### src/rtl/univ_shift_pkg.sv
// Shared types and helpers for the universal shift register.
// Mode encoding matches the 2-bit mode port of univ_shift_reg.
package univ_shift_pkg;

  typedef enum logic [1:0] {
    MODE_HOLD = 2'b00,
    MODE_SHL  = 2'b01,
    MODE_SHR  = 2'b10,
    MODE_LOAD = 2'b11
  } mode_e;

  // Default shift-counter width; never below 1 bit.
  function automatic int cnt_width(input int width);
    return (width <= 2) ? 1 : $clog2(width);
  endfunction

endpackage

### src/rtl/shift_frame_cnt.sv
// Modulo-WIDTH shift counter with a one-cycle frame_done pulse on wrap.
// clr has priority over inc, so a load on the wrap edge suppresses the pulse.
module shift_frame_cnt #(
  parameter int WIDTH = 8,
  parameter int CNT_W = 3
) (
  input  logic             clk,
  input  logic             reset,
  input  logic             inc,
  input  logic             clr,
  output logic [CNT_W-1:0] cnt,
  output logic             frame_done
);

  logic [CNT_W-1:0] cnt_q, cnt_d;
  logic             done_q, done_d;

  always_comb begin
    cnt_d  = cnt_q;
    done_d = 1'b0;
    if (clr) begin
      cnt_d = '0;
    end else if (inc) begin
      if (cnt_q == CNT_W'(WIDTH - 1)) begin
        cnt_d  = '0;
        done_d = 1'b1;
      end else begin
        cnt_d = cnt_q + CNT_W'(1);
      end
    end
  end

  always_ff @(posedge clk or negedge reset) begin
    if (!reset) begin
      cnt_q  <= '0;
      done_q <= 1'b0;
    end else begin
      cnt_q  <= cnt_d;
      done_q <= done_d;
    end
  end

  assign cnt        = cnt_q;
  assign frame_done = done_q;

endmodule

### src/rtl/univ_shift_reg.sv
// Universal shift register: hold, shift left/right, parallel load, framed shift count.
// Define SHREG_ROTATE_EN to let rot turn a shift into a circular rotate.
module univ_shift_reg
  import univ_shift_pkg::*;
#(
  parameter int WIDTH = 8,
  parameter int CNT_W = cnt_width(WIDTH)
) (
  input  logic             clk,
  input  logic             reset,
  input  logic             en,
  input  logic [1:0]       mode,
  input  logic             sin_l,
  input  logic             sin_r,
  input  logic             rot,
  input  logic [WIDTH-1:0] pdin,
  output logic [WIDTH-1:0] q,
  output logic             sout,
  output logic [CNT_W-1:0] cnt,
  output logic             frame_done
);

  logic [WIDTH-1:0] q_q, q_d;
  logic             sout_q, sout_d;
  logic             do_shl, do_shr, do_load;
  logic             fill_l, fill_r;
  mode_e            mode_s;

  assign mode_s = mode_e'(mode);

  always_comb begin
    do_shl  = en && (mode_s == MODE_SHL);
    do_shr  = en && (mode_s == MODE_SHR);
    do_load = en && (mode_s == MODE_LOAD);
  end

`ifdef SHREG_ROTATE_EN
  // Rotate recirculates the outgoing bit in place of the serial input.
  assign fill_l = rot ? q_q[WIDTH-1] : sin_l;
  assign fill_r = rot ? q_q[0]       : sin_r;
`else
  logic unused_rot;
  assign unused_rot = rot;
  assign fill_l     = sin_l;
  assign fill_r     = sin_r;
`endif

  always_comb begin
    q_d    = q_q;
    sout_d = sout_q;
    if (do_load) begin
      q_d = pdin;
    end else if (do_shl) begin
      q_d    = {q_q[WIDTH-2:0], fill_l};
      sout_d = q_q[WIDTH-1];
    end else if (do_shr) begin
      q_d    = {fill_r, q_q[WIDTH-1:1]};
      sout_d = q_q[0];
    end
  end

  always_ff @(posedge clk or negedge reset) begin
    if (!reset) begin
      q_q    <= '0;
      sout_q <= 1'b0;
    end else begin
      q_q    <= q_d;
      sout_q <= sout_d;
    end
  end

  shift_frame_cnt #(
    .WIDTH (WIDTH),
    .CNT_W (CNT_W)
  ) u_frame_cnt (
    .clk        (clk),
    .reset      (reset),
    .inc        (do_shl | do_shr),
    .clr        (do_load),
    .cnt        (cnt),
    .frame_done (frame_done)
  );

  assign q    = q_q;
  assign sout = sout_q;

endmodule

### config.mk
export PLATFORM = sky130hd
export DESIGN_NAME = univ_shift_reg
export DESIGN_NICKNAME = d
export VERILOG_FILES = /design/src/rtl/univ_shift_pkg.sv /design/src/rtl/shift_frame_cnt.sv /design/src/rtl/univ_shift_reg.sv
export SDC_FILE = /design/constraint.sdc
export NUM_CORES = 1
export LEC_CHECK = 0
export CAP_MARGIN = 20
export CORE_ASPECT_RATIO = 0.8
export CORE_UTILIZATION = 40
export DETAILED_ROUTE_END_ITERATION = 10
export GPL_TIMING_DRIVEN = 0
export PLACE_DENSITY = 0.71
export SLEW_MARGIN = 20
export SYNTH_ARGS = -nofsm -noshare
export SYNTH_HDL_FRONTEND = slang
export SYNTH_SLANG_ARGS = --single-unit
### constraint.sdc
create_clock -name clk -period 1.8 [get_ports clk]
set_input_delay 0.36 -clock clk [delete_from_list [all_inputs] [get_ports clk]]
set_output_delay 0.36 -clock clk [all_outputs]
set_load 0.02 [all_outputs]
==> results.toml, run 1 <==
[clock_network]
clk_pin_slew_ps = 90
numCtsBuffers = 3
hold_buffers = 0
cts_root_buf = "clkbuf_4"
post_cts_buffers = 0
post_cts_resized = 0
h-tree-depth = 1
clk_path_buf_depth = 2
cts_sinks = 13
clk_latency_ps = 280
cts_tree = "built"

[setup_path]
cp_slowest_cell = "clkdlybuf4s50_1"
reg2reg_depth = 4
cp-end-kind = "output pin"
r2r-end = "u_frame_cnt.cnt[0]"
path_buf_inv = 1
max_stage_delay_ps = 640
rrSetupSlack_ps = 270
arrival_ps = 1340
worstPathMaxFanout = 4
cp_cell_sequence = "clkdlybuf4s50_1"
crit_path_start_kind = "flip-flop"
crit_family = "buffers and inverters"
path_class = "flip-flop to output pin"
r2r-start = "u_frame_cnt.cnt[0]"
required_ps = 1440

[synth]
yosysMostFrequentCell = "dfrtp_1"
yosys_most_used_dff = "dfrtp_1"
synthArstFlopShare_pct = 100
ys_top_cells_by_area = "dfrtp_1 37%, o221ai_1 8.0%, a31oi_1 7.2%"
ys_warn_count = 0
yosysSeqAreaShare_pct = 37.2
synth_common_cells = "13 x dfrtp_1, 10 x a31oi_1, 8 x inv_1, 8 x nor2b_1, 8 x o221ai_1"
syn-num-nets = 117
synth_edf_count = 0
synth_cells = 99
synth_top_area_share_pct = 37.2
syn-cell-area_um2 = 875
ys_ff_latch = 13
synth.distinct_cells = 28
yosys.area.top_type = "dfrtp_1"
postSynthAreaPerCell_um2 = 8.83

[cells_and_area]
layout-drive-gt1-share_pct = 10.9
nets = 147
insertedDiodeCount = 0
syn_to_final_growth_pct = 35.0

[floorplanning]
die_area_um2 = 2380
die_y_um = 43.8
ios = 29
core-area_um2 = 1960
row_count = 14
die_w_um = 54.3
start_util_pct = 44.6

[placement]
dpl.hpwl_mm = 1.56
io_buffers = 25
routabilityCongestion = 0.807

[pwr]
p_per_area_nw_per_um2 = 915
p_leak_uw = 0.000488
power_uw = 1080
ir_drop_mv = 0.551

[sta]
timing.final.crit_share_pct = 94.3
slew_headroom_pct = 58.5
period_needed_ps = 1700
setup_tns_ps = 0
setup-violations-final = 0
max_freq_mhz = 589
rsz0062_at_grt = "false"
slew_violations = 0
clock_skew_ps = 1.59
final_hold_viol_count = 0
worstMarginPinSlew_ps = 620

[drt]
dr.first_iter.drc_count = 29
avgRoutedWirePerCell_um = 14.8
ant_nets = 0
vias = 863
dr.pass1.iters = 3
wirelength_mm = 2.25
viasPerCell = 5.68
drc = 0

[worst_hold_path]
worstHoldStart = "en"
hold_path.class = "input pin to flip-flop"
hold_path_depth = 4
holdPathEnd = "u_frame_cnt.cnt[1]"

[grt]
grt-busiest-layer = "met2"
globalRouteMet2Util_pct = 34.6
met1_usage_pct = 30.2
grt_pass1_wl_mm = 3.75
met3_usage_pct = 5.26
grt_usage_pct = 21.7
grt_pass1_vias = 811
grt_max_degree = 14
grt-ovfl-total = 0
grt_antenna_before_repair = 0

[outcome]
status = "finished clean"

[flow_run]
cap_violations = 0
==> registers in the layout, summed over array words and instances (netlist names) <==
register and count:
u_frame_cnt.frame_done 1, sout 1, u_frame_cnt.cnt 3, q 8
==> area by class of cell <==
type,count,area (um2)
Fill cell,196,781
Inverter,9,36.3
Timing Repair Buffer,25,250
Buffer,9,56.3
Multi-Input combinational cell,68,457
Sequential cell,13,325
Tap cell,24,30.0
Clock buffer,4,26.3
==> report_power, final <==
group          internal [uW]  switching [uW]
registers                354            65.1
logic                    244             228
clock network           86.0             103
==> metal layers <==
layer / vias up / wire (um)
met5: - / 0
met1: 416 / 1100
li1: 421 / -
met2: 24 / 1030
met3: 2 / 107
met4: 0 / 8
==> stage by stage <==
step | worst slack, ps | instances | hold WS [ps] | instance area (um2) | util [%]
2_1_floorplan | 263 | 99 | 64.4 | 875 | -
3_3_place_gp | 24.8 | 148 | 524 | 1150 | 58.9
3_5_place_dp | 24.4 | 148 | 531 | 1150 | 58.9
4_1_cts | 103 | 152 | 380 | 1180 | 60.2
5_1_grt | 32.9 | 152 | 417 | 1180 | 60.2
6_report | 103 | 152 | 389 | 1180 | 60.2
==> logic make-up (layout without fill, tap and decap cells) <==
logic type / count (synthesis) / in the layout / synth area share [%]
AND/OR/NAND/NOR: 33 / 33 / 22.3
flip-flops: 13 / 13 / 37.2
buffers and inverters: 18 / 47 / 10.6
adder cells (fa/ha/maj): 2 / 2 / 2.86
AO/OA/AOI/OAI: 33 / 33 / 27.0
==> how the worst max path moves through the flow <==
stage | start | endpoint | cells past startpoint
2_1_floorplan | u_frame_cnt.cnt[0] | u_frame_cnt.cnt[0] | 4
3_3_place_gp | mode[1] | q[5] | 3
3_5_place_dp | mode[1] | q[6] | 3
4_1_cts | q[1] | q[1] | 1
5_1_grt | q[1] | q[1] | 1
6_report | q[1] | q[1] | 1
==> cell usage in the layout, fill, tap and decap left out <==
cell type / synthesis / routed
a21oi_1: 1 / 1
a31oi_1: 10 / 10
and2_1: 5 / 5
and2b_1: 1 / 1
buf_2: 6 / 6
buf_6: 2 / 2
clkbuf_1: 1 / 2
clkbuf_4: 0 / 3
clkdlybuf4s50_1: 0 / 25
dfrtp_1: 13 / 13
ha_1: 2 / 2
inv_1: 8 / 8
inv_4: 1 / 1
nand2_1: 5 / 5
nand2b_1: 4 / 4
nand2b_4: 1 / 1
nand3_1: 1 / 1
nand3b_1: 1 / 1
nor2_1: 4 / 4
nor2b_1: 8 / 8
nor3b_1: 1 / 1
o211ai_1: 3 / 3
o21a_1: 1 / 1
o21ai_0: 4 / 4
o21ai_1: 3 / 3
o221a_1: 2 / 2
o221a_2: 1 / 1
o221ai_1: 8 / 8
or3_1: 1 / 1
or4_1: 1 / 1
Note: power is estimated with default switching activity, not from simulation.
==> inputs of run 2 (changes only) <==
--- a/config.mk
+++ b/config.mk
@@ -7,10 +7,10 @@
 export LEC_CHECK = 0
 export CAP_MARGIN = 20
 export CORE_ASPECT_RATIO = 0.8
-export CORE_UTILIZATION = 40
+export CORE_UTILIZATION = 44
 export DETAILED_ROUTE_END_ITERATION = 10
 export GPL_TIMING_DRIVEN = 0
-export PLACE_DENSITY = 0.71
+export PLACE_DENSITY = 0.77
 export SLEW_MARGIN = 20
 export SYNTH_ARGS = -nofsm -noshare
 export SYNTH_HDL_FRONTEND = slang
==> results.toml, run 2 (same netlist as run 1, synthesis figures left out) <==
[floorplanning]
start_util_pct = 46.7
ios = 29
core-area_um2 = 1870
row_count = 14
die_w_um = 51.8
die_area_um2 = 2170
die_y_um = 41.9

[grt]
grt_max_degree = 14
grt_usage_pct = 23.0
grt_pass1_vias = 869
grt_pass1_wl_mm = 3.73
grt_antenna_before_repair = 0
grt-ovfl-total = 0

[drt]
vias = 898
dr.first_iter.drc_count = 13
dr.pass1.iters = 4
drc = 0
ant_nets = 0
wirelength_mm = 2.31
avgRoutedWirePerCell_um = 15.2
viasPerCell = 5.91

[pwr]
p_per_area_nw_per_um2 = 930
ir_drop_mv = 0.500
seq_power_share_pct = 38.3
p_sw_share_pct = 37.7
power_switching_uw = 414
p_comb_share_pct = 43.7
power_uw = 1100
p_clk_share_pct = 18.1
p_leak_uw = 0.000488
intPower_uw = 685

[sta]
clock_skew_ps = 3.32
slew_headroom_pct = 56.4
period_needed_ps = 1720
timing.final.crit_share_pct = 95.8
slew_violations = 0
setup_tns_ps = 0
final_hold_viol_count = 0
setup-violations-final = 0
max_freq_mhz = 580
worstMarginPinSlew_ps = 652
rsz0062_at_grt = "false"

[clock_network]
cts_tree = "built"
numCtsBuffers = 3
h-tree-depth = 1
clk_path_buf_depth = 2
cts_root_buf = "clkbuf_4"
hold_buffers = 0
post_cts_resized = 0
clk_latency_ps = 290
clk_pin_slew_ps = 90
post_cts_buffers = 0
cts_sinks = 13

[setup_path]
crit_path_start_kind = "flip-flop"
cp_slowest_cell = "clkdlybuf4s50_1"
path_class = "flip-flop to output pin"
cp-end-kind = "output pin"
path_buf_inv = 1
arrival_ps = 1360
max_stage_delay_ps = 640
crit_family = "buffers and inverters"
cp_cell_sequence = "clkdlybuf4s50_1"
required_ps = 1440
startpoint = "q[0]"
r2r-start = "u_frame_cnt.cnt[0]"
worstPathMaxFanout = 5

[placement]
routabilityCongestion = 0.769
io_buffers = 25
dp.cells = 148
dpl_cell_area_um2 = 1150
dpl.hpwl_mm = 1.59

[cells_and_area]
largest_reg_flops = 8
postLayoutCoreUtil_pct = 63.0
stdcell_count = 152
nets = 147
layout-drive-gt1-share_pct = 10.9
syn_to_final_growth_pct = 35.0
design_area_um2 = 1180
final_common_cell = "clkdlybuf4s50_1"
n_fill_cell = 159
insertedDiodeCount = 0
final_cell_mix = "25 x clkdlybuf4s50_1, 13 x dfrtp_1, 10 x a31oi_1"

[worst_hold_path]
worstHoldStart = "en"
hold_path.class = "input pin to flip-flop"

[outcome]
status = "finished clean"

[flow_run]
cap_violations = 0
==> run 2: cell counts in the layout (fill, tap and decap cells not counted) <==
Identical to the previous run, type by type.
==> run 2: layout make-up <==
class | instances | area, um2 | share of cell area [%]
timing repair buffer | 25 | 250 | 21.2
inverter | 9 | 36.3 | 3.07
clock buffer | 4 | 26.3 | 2.22
tap | 24 | 30.0 | 2.54
multi-input combinational | 68 | 457 | 38.7
buffer | 9 | 56.3 | 4.77
sequential | 13 | 325 | 27.5
==> run 2: per-stage QoR <==
stage / hold WS (ps) / worst slack (ps)
2_1_floorplan: 64.4 / 263
3_3_place_gp: 530 / 58.4
3_5_place_dp: 544 / 29.3
4_1_cts: 411 / 94.0
5_1_grt: 443 / 69.7
6_report: 413 / 76.0
==> run 2: final timing paths <==
check | to | slack (ps) | depth (start not counted)
min in group asynchronous | u_frame_cnt.frame_done | 460 | 1
hold reg to reg | u_frame_cnt.cnt[2] | 570 | 2
hold / removal | u_frame_cnt.cnt[1] | 410 | 4
max in group asynchronous | q[3] | 920 | 1
setup / recovery | q[0] | 80 | 1
setup reg to reg | u_frame_cnt.cnt[0] | 280 | 4
==> run 2: power by group through the flow <==
stage               clock (uW)  combinational [uW]  sequential, uW
CTS                        195                 480             419
floorplan                    0                 195             492
finish                     198                 480             420
global route               210                 520             428
global placement             0                 458             421
detailed placement           0                 474             425
==> run 2: per-layer routing <==
metal	wire, um	GRT usage (%)	vias up
met4	12	5.95	0
met3	172	7.69	2
met2	1120	38.5	46
met5	0	0	-
met1	1000	27.8	431
li1	-	-	419
